### src/rtl/snake_pkg.sv
// Shared encodings, default timing and small helpers for the snake input path.
package snake_pkg;

    // Snake heading encoding.
    typedef enum logic [1:0] {
        DIR_UP    = 2'b00,
        DIR_RIGHT = 2'b01,
        DIR_DOWN  = 2'b10,
        DIR_LEFT  = 2'b11
    } dir_e;

    // Debouncer states.
    typedef enum logic [1:0] {
        DB_IDLE         = 2'b00,
        DB_WAIT_PRESS   = 2'b01,
        DB_PRESSED      = 2'b10,
        DB_WAIT_RELEASE = 2'b11
    } db_state_e;

    // Defaults for a 100 MHz clock: 5 ms debounce, 150 ms move period.
    localparam int DEF_DEBOUNCE_CYCLES = 500000;
    localparam int DEF_MOVE_PERIOD     = 15000000;

    // Counter width for a modulo-n counter, never below one bit.
    function automatic int cnt_width(input int n);
        return (n > 1) ? $clog2(n) : 1;
    endfunction

    // Fixed-priority pick among simultaneous presses {U,R,D,L}: U > R > D > L.
    function automatic dir_e pick_dir(input logic [3:0] p);
        dir_e d;
        if (p[3])      d = DIR_UP;
        else if (p[2]) d = DIR_RIGHT;
        else if (p[1]) d = DIR_DOWN;
        else           d = DIR_LEFT;
        return d;
    endfunction

endpackage

### src/rtl/btn_debounce.sv
// Two-flop synchroniser followed by a four-state debouncer; emits a one-cycle
// pulse when a press is accepted.
module btn_debounce
    import snake_pkg::*;
#(
    parameter int DEBOUNCE_CYCLES = DEF_DEBOUNCE_CYCLES
) (
    input  logic Clk,
    input  logic Reset_n,
    input  logic btn_raw,
    output logic press_pulse
);

    localparam int            CW       = cnt_width(DEBOUNCE_CYCLES);
    localparam logic [CW-1:0] CNT_LAST = CW'(DEBOUNCE_CYCLES - 1);

    logic [1:0]    sync_q, sync_d;
    logic          btn_s;
    db_state_e     state_q, state_d;
    logic [CW-1:0] cnt_q, cnt_d;
    logic          pulse_q, pulse_d;

    assign btn_s       = sync_q[1];
    assign press_pulse = pulse_q;

    // Synchroniser shift and debounce next-state / counter / pulse.
    always_comb begin
        sync_d  = {sync_q[0], btn_raw};
        state_d = state_q;
        cnt_d   = cnt_q;
        pulse_d = 1'b0;
        case (state_q)
            DB_IDLE: begin
                if (btn_s) begin
                    state_d = DB_WAIT_PRESS;
                    cnt_d   = '0;
                end
            end
            DB_WAIT_PRESS: begin
                if (!btn_s) begin
                    state_d = DB_IDLE;
                    cnt_d   = '0;
                end else if (cnt_q == CNT_LAST) begin
                    // Only this path counts as an accepted press; a bounce
                    // back from WAIT_RELEASE must not pulse again.
                    state_d = DB_PRESSED;
                    cnt_d   = '0;
                    pulse_d = 1'b1;
                end else begin
                    cnt_d = cnt_q + CW'(1);
                end
            end
            DB_PRESSED: begin
                if (!btn_s) begin
                    state_d = DB_WAIT_RELEASE;
                    cnt_d   = '0;
                end
            end
            DB_WAIT_RELEASE: begin
                if (btn_s) begin
                    state_d = DB_PRESSED;
                    cnt_d   = '0;
                end else if (cnt_q == CNT_LAST) begin
                    state_d = DB_IDLE;
                    cnt_d   = '0;
                end else begin
                    cnt_d = cnt_q + CW'(1);
                end
            end
            default: begin
                state_d = DB_IDLE;
                cnt_d   = '0;
            end
        endcase
    end

    // State registers; reset aborts any debounce in progress.
    always_ff @(posedge Clk or negedge Reset_n) begin
        if (!Reset_n) begin
            sync_q  <= '0;
            state_q <= DB_IDLE;
            cnt_q   <= '0;
            pulse_q <= 1'b0;
        end else begin
            sync_q  <= sync_d;
            state_q <= state_d;
            cnt_q   <= cnt_d;
            pulse_q <= pulse_d;
        end
    end

endmodule

### src/rtl/snake_input_ctrl.sv
// Button front end for the snake game: debounced presses feed a pending
// heading that is committed to Dir only on the periodic move tick.
module snake_input_ctrl
    import snake_pkg::*;
#(
    parameter int DEBOUNCE_CYCLES = DEF_DEBOUNCE_CYCLES,
    parameter int MOVE_PERIOD     = DEF_MOVE_PERIOD
) (
    input  logic       Clk,
    input  logic       Reset_n,
    input  logic       BtnU,
    input  logic       BtnR,
    input  logic       BtnD,
    input  logic       BtnL,
    input  logic       Run,
    output logic [1:0] Dir,
    output logic       MoveTick,
    output logic [3:0] PressPulse
);

    localparam int            TW        = cnt_width(MOVE_PERIOD);
    localparam logic [TW-1:0] TICK_LAST = TW'(MOVE_PERIOD - 1);

    logic [3:0]    btn_raw;
    logic [TW-1:0] tick_cnt_q, tick_cnt_d;
    dir_e          dir_q, dir_d;
    dir_e          pend_dir_q, pend_dir_d;
    logic          pend_valid_q, pend_valid_d;
    logic          run_q, run_d;
    dir_e          press_dir;

    assign btn_raw = {BtnU, BtnR, BtnD, BtnL};

    for (genvar g = 0; g < 4; g++) begin : g_btn
        btn_debounce #(
            .DEBOUNCE_CYCLES(DEBOUNCE_CYCLES)
        ) u_db (
            .Clk        (Clk),
            .Reset_n    (Reset_n),
            .btn_raw    (btn_raw[g]),
            .press_pulse(PressPulse[g])
        );
    end

    assign Dir      = dir_q;
    assign MoveTick = Run && (tick_cnt_q == TICK_LAST);

    // Move-period counter: free-runs only while Run, parked at 0 otherwise.
    always_comb begin
        tick_cnt_d = '0;
        if (Run && (tick_cnt_q != TICK_LAST)) tick_cnt_d = tick_cnt_q + TW'(1);
    end

    // Heading bookkeeping: commit on tick, then latch a new press, then
    // let a Run falling edge override everything for the next game.
    always_comb begin
        dir_d        = dir_q;
        pend_dir_d   = pend_dir_q;
        pend_valid_d = pend_valid_q;
        run_d        = Run;
        press_dir    = pick_dir(PressPulse);
        if (MoveTick) begin
            if (pend_valid_q) dir_d = pend_dir_q;
            pend_valid_d = 1'b0;
        end
        // Reversal check uses the pre-commit heading, so a press in the tick
        // cycle is judged against the heading that is still on screen.
        if ((|PressPulse) && ((press_dir ^ dir_q) != 2'b10)) begin
            pend_dir_d   = press_dir;
            pend_valid_d = 1'b1;
        end
        if (run_q && !Run) begin
            dir_d        = DIR_RIGHT;
            pend_valid_d = 1'b0;
        end
    end

    // Registers for tick counter and heading state.
    always_ff @(posedge Clk or negedge Reset_n) begin
        if (!Reset_n) begin
            tick_cnt_q   <= '0;
            dir_q        <= DIR_RIGHT;
            pend_dir_q   <= DIR_RIGHT;
            pend_valid_q <= 1'b0;
            run_q        <= 1'b0;
        end else begin
            tick_cnt_q   <= tick_cnt_d;
            dir_q        <= dir_d;
            pend_dir_q   <= pend_dir_d;
            pend_valid_q <= pend_valid_d;
            run_q        <= run_d;
        end
    end

endmodule

### config.mk
export PLATFORM = sky130hd
export DESIGN_NAME = snake_input_ctrl
export DESIGN_NICKNAME = d
export VERILOG_FILES = /design/src/rtl/snake_pkg.sv /design/src/rtl/btn_debounce.sv /design/src/rtl/snake_input_ctrl.sv
export SDC_FILE = /design/constraint.sdc
export NUM_CORES = 1
export LEC_CHECK = 0
export CORE_MARGIN = 2
export CORE_UTILIZATION = 35
export CTS_BUF_LIST = sky130_fd_sc_hd__clkbuf_8 sky130_fd_sc_hd__clkbuf_16
export CTS_CLUSTER_SIZE = 8
export DETAILED_ROUTE_END_ITERATION = 8
export SLEW_MARGIN = 20
export SYNTH_ARGS = -nofsm -noshare
export SYNTH_HDL_FRONTEND = slang
export SYNTH_SLANG_ARGS = --single-unit
### constraint.sdc
create_clock -name Clk -period 2.6 [get_ports Clk]
set_input_delay 0.65 -clock Clk [delete_from_list [all_inputs] [get_ports Clk]]
set_output_delay 0.65 -clock Clk [all_outputs]
set_load 0.02 [all_outputs]
==> qor.txt <==
Status: completed
Pwr Density: 728.9 nW/um^2
Gate count after technology mapping: 709
Cell-internal power: 3.899 mW
Total wire length after detailed routing: 13.48 mm
Hold violation total from the final report: 0
Path category of the worst min-delay check: in2async
Post-DR wirelength/cell: 13.58 um
Max Used Layer: met4
Pre-CTS WS: -0.08677 ns
Switching power total: 1.689 mW
Final GP Congestion: 0.8160
Net Sw Frac: 0.3023
Routed wl met3: 324 um
Die outline area: 19900 sq um
Standard-cell row count: 50
Total number of nets in the final design: 758
Final min period: 2.552 ns
Number of global-route vias before repair: 4964
Cell count after placement: 958
Layout overhead on the synthesized area: 16.62%
Overall track demand over capacity in global routing: 0.1464
Overall power of the completed layout: 5.588 mW
Post-CTS Hold Fix Bufs: 0
Number of input and output port buffers inserted: 13
Leakage power total: 3.289 nW
Post-synth EDFFs: 0
Transition time at the pin with the least slew margin: 0.7805 ns
Die X-Extent: 141.1 um
Data required time at the worst endpoint: 1.95 ns
DRC: 0
Unrepaired setup endpoints after global routing: yes
Max-slew headroom: 0.4777
Crit start category: flip-flop
Antenna diode count: 0
Synth warn: 0
Final Util: 0.4126
Starting density of the core: 0.3538
Routed length on met2: 6.304 mm
Total grt overflow: 0
Register clock-pin slew on the reported worst setup and hold paths: 0.05 ns
I/O pin cnt: 14
Most common cell after layout, fill and taps aside: sky130_fd_sc_hd__dfrtp_1
Worst setup margin: 0.04833 ns
Largest fanout on the critical path: 2
Critical Path, Cell by Cell: or4_4 -> nor4_4 -> and3_1 -> buf_6
Clock power frac: 0.405
Synthesis-stage register bit count: 126
Maximum root-to-sink buffer count: 2
Maximum number of pins on one net before global-route repair: 59
Endpoint arrival time on the critical path: 1.90 ns
Sequential cell area fraction in the yosys report: 0.4800
Number of CTS-inserted buffers: 17
First drt pass iteration count: 4
Post-synthesis cell area: 6574 sq um
Final setup viols: 0
Max cap viols: 0
Part of the power in registers: 0.392
Share of post-route cells with drive strength above 1: 0.1186
Clock sink count: 126
Commonest cells after routing, fill and taps aside: sky130_fd_sc_hd__dfrtp_1 (124), sky130_fd_sc_hd__nand2_1 (69), sky130_fd_sc_hd__nor2_1 (66)
Number of standard cells in the final layout excluding fillers: 993
H-tree depth reported by CTS: 4
Worst Skew: 0.009580 ns
Highest-delay cell along the critical path: sky130_fd_sc_hd__or4_4
Core Box Area: 18580 sq um
Part of the total power dissipated in combinational logic: 0.203
Cell chosen for the clock root: sky130_fd_sc_hd__clkbuf_16
First-pass GRT wire length: 23.72 mm
Asr flop ratio synth: 1.000
Antenna violations before repair: 0
Mean cell area of the mapped netlist: 9.272 sq um
Distinct cell type count after synthesis: 67
Max incr delay on CP: 0.56 ns
Remaining number of nets flagged by the antenna check after routing: 0
TritonCTS clock tree: yes
Die Span Y: 141.1 um
Share of the cycle needed by the critical path after routing: 0.9814
Detailed router's first-iteration violation count: 324
Met1 Routed Length: 6.701 mm
Total nets after synthesis: 721
Worst Path Class, Setup: reg2out
Final max-slew violation count: 0
DPL Wire Length: 9.212 mm
Achievable clock frequency: 391.9 MHz
Peak VDD IR: 0.3992 mV
Top flip-flop cell by instance count after synthesis: sky130_fd_sc_hd__dfrtp_1
Critical path endpoint category: primary output
Clock latency on the worst-skew pair: 0.41 ns
Per-cell via count in the routed design: 5.158
Routed vias: 5122
power groups by stage:
stage	combinational, mW	sequential (mW)	clock (mW)
after floorplan	0.854	2.20	0
after detailed placement	1.14	2.23	0
final	1.13	2.19	2.26
after global routing	1.28	2.22	2.43
after global placement	1.13	2.22	0
after CTS	1.14	2.19	2.34
critical path, delay by kind of cell, from the launching register on:
family / cells / cell delay (ns)
DFF: 1 / 0.37
and+or+nand+nor: 3 / 1.00
buffers and inverters: 1 / 0.12
stage by stage:
step                      TNS [ns]  hold slack [ns]  area (sq um)
final                            0           0.1082          7666
after global routing      -0.01672           0.1093          7666
after CTS                        0           0.1049          7636
after detailed placement  -0.08677           0.3358          7062
after global placement    -0.04589           0.3338          7062
after floorplan                  0           0.3312          6574
registers in the layout, summed over array words and instances (netlist names), named ones only:
register and cells:
pend_dir_q 2, g_btn.u_db.sync_q 8, g_btn.u_db.press_pulse 4, Dir 2, run_q 1, tick_cnt_q 24
g_btn.u_db.state_q 4, g_btn.u_db.cnt_q 76, pend_valid_q 1
synth_stat cells, drive strengths merged (16+ instances only):
library cell,n,area [sq um]
buf,16,106.4
nand2,70,265.3
a21oi,47,235.2
nand3,51,267.8
nor3,26,140.1
xor2,21,183.9
inv,30,112.6
dfrtp,124,3103
nand4,23,143.9
nor2,66,247.7
o21ai,52,260.2
a21o,19,142.6
or3,17,106.4
logic make-up after synthesis:
logic type	Yosys count	share of synthesized area
and+or+nand+nor	332	0.2697
AOI/OAI and AO/OA	156	0.1504
DFF	126	0.4800
buffers and inverters	52	0.03673
xor gates and xnor gates	27	0.03597
muxes	11	0.01770
adders and majority gates	5	0.009517
metal layers:
layer / vias to the layer above / track usage
met5: - / 0
met4: 0 / 0.04895
met3: 10 / 0.03363
met2: 44 / 0.2285
met1: 2443 / 0.2020
li1: 2625 / -
repair_timing:
item | CTS | global route
endpoints found under the hold margin | 0 | 0
buffers inserted | 1 | 2
gates resized for setup | 5 | 3
endpoints found under the setup margin | 1 | 1
pin swaps | 1 | 3
path summary, 6_finish.rpt:
kind / start / end / slack (ns) / cells past startpoint
max: tick_cnt_q[10] / MoveTick / 0.05 / 4
min: Reset_n / tick_cnt_q[15] / 0.11 / 1
max reg2reg: g_btn[1].u_db.cnt_q[0] / g_btn[1].u_db.cnt_q[13] / 0.42 / 6
min reg2reg: g_btn[0].u_db.sync_q[0] / g_btn[0].u_db.sync_q[1] / 0.34 / 0
max in group asynchronous: Reset_n / tick_cnt_q[1] / 1.87 / 2
min in group Clk: g_btn[0].u_db.sync_q[0] / g_btn[0].u_db.sync_q[1] / 0.34 / 0
area by class of cell:
class	count	area, sq um
Sequential cell	126	3156
Multi-Input combinational cell	531	3189
Fill cell	1805	10910
Tap cell	234	292.8
Clock inverter	14	128.9
Timing Repair Buffer	40	347.8
Clock buffer	18	439.2
Inverter	30	112.6
Power figures use the tool's default switching activity.
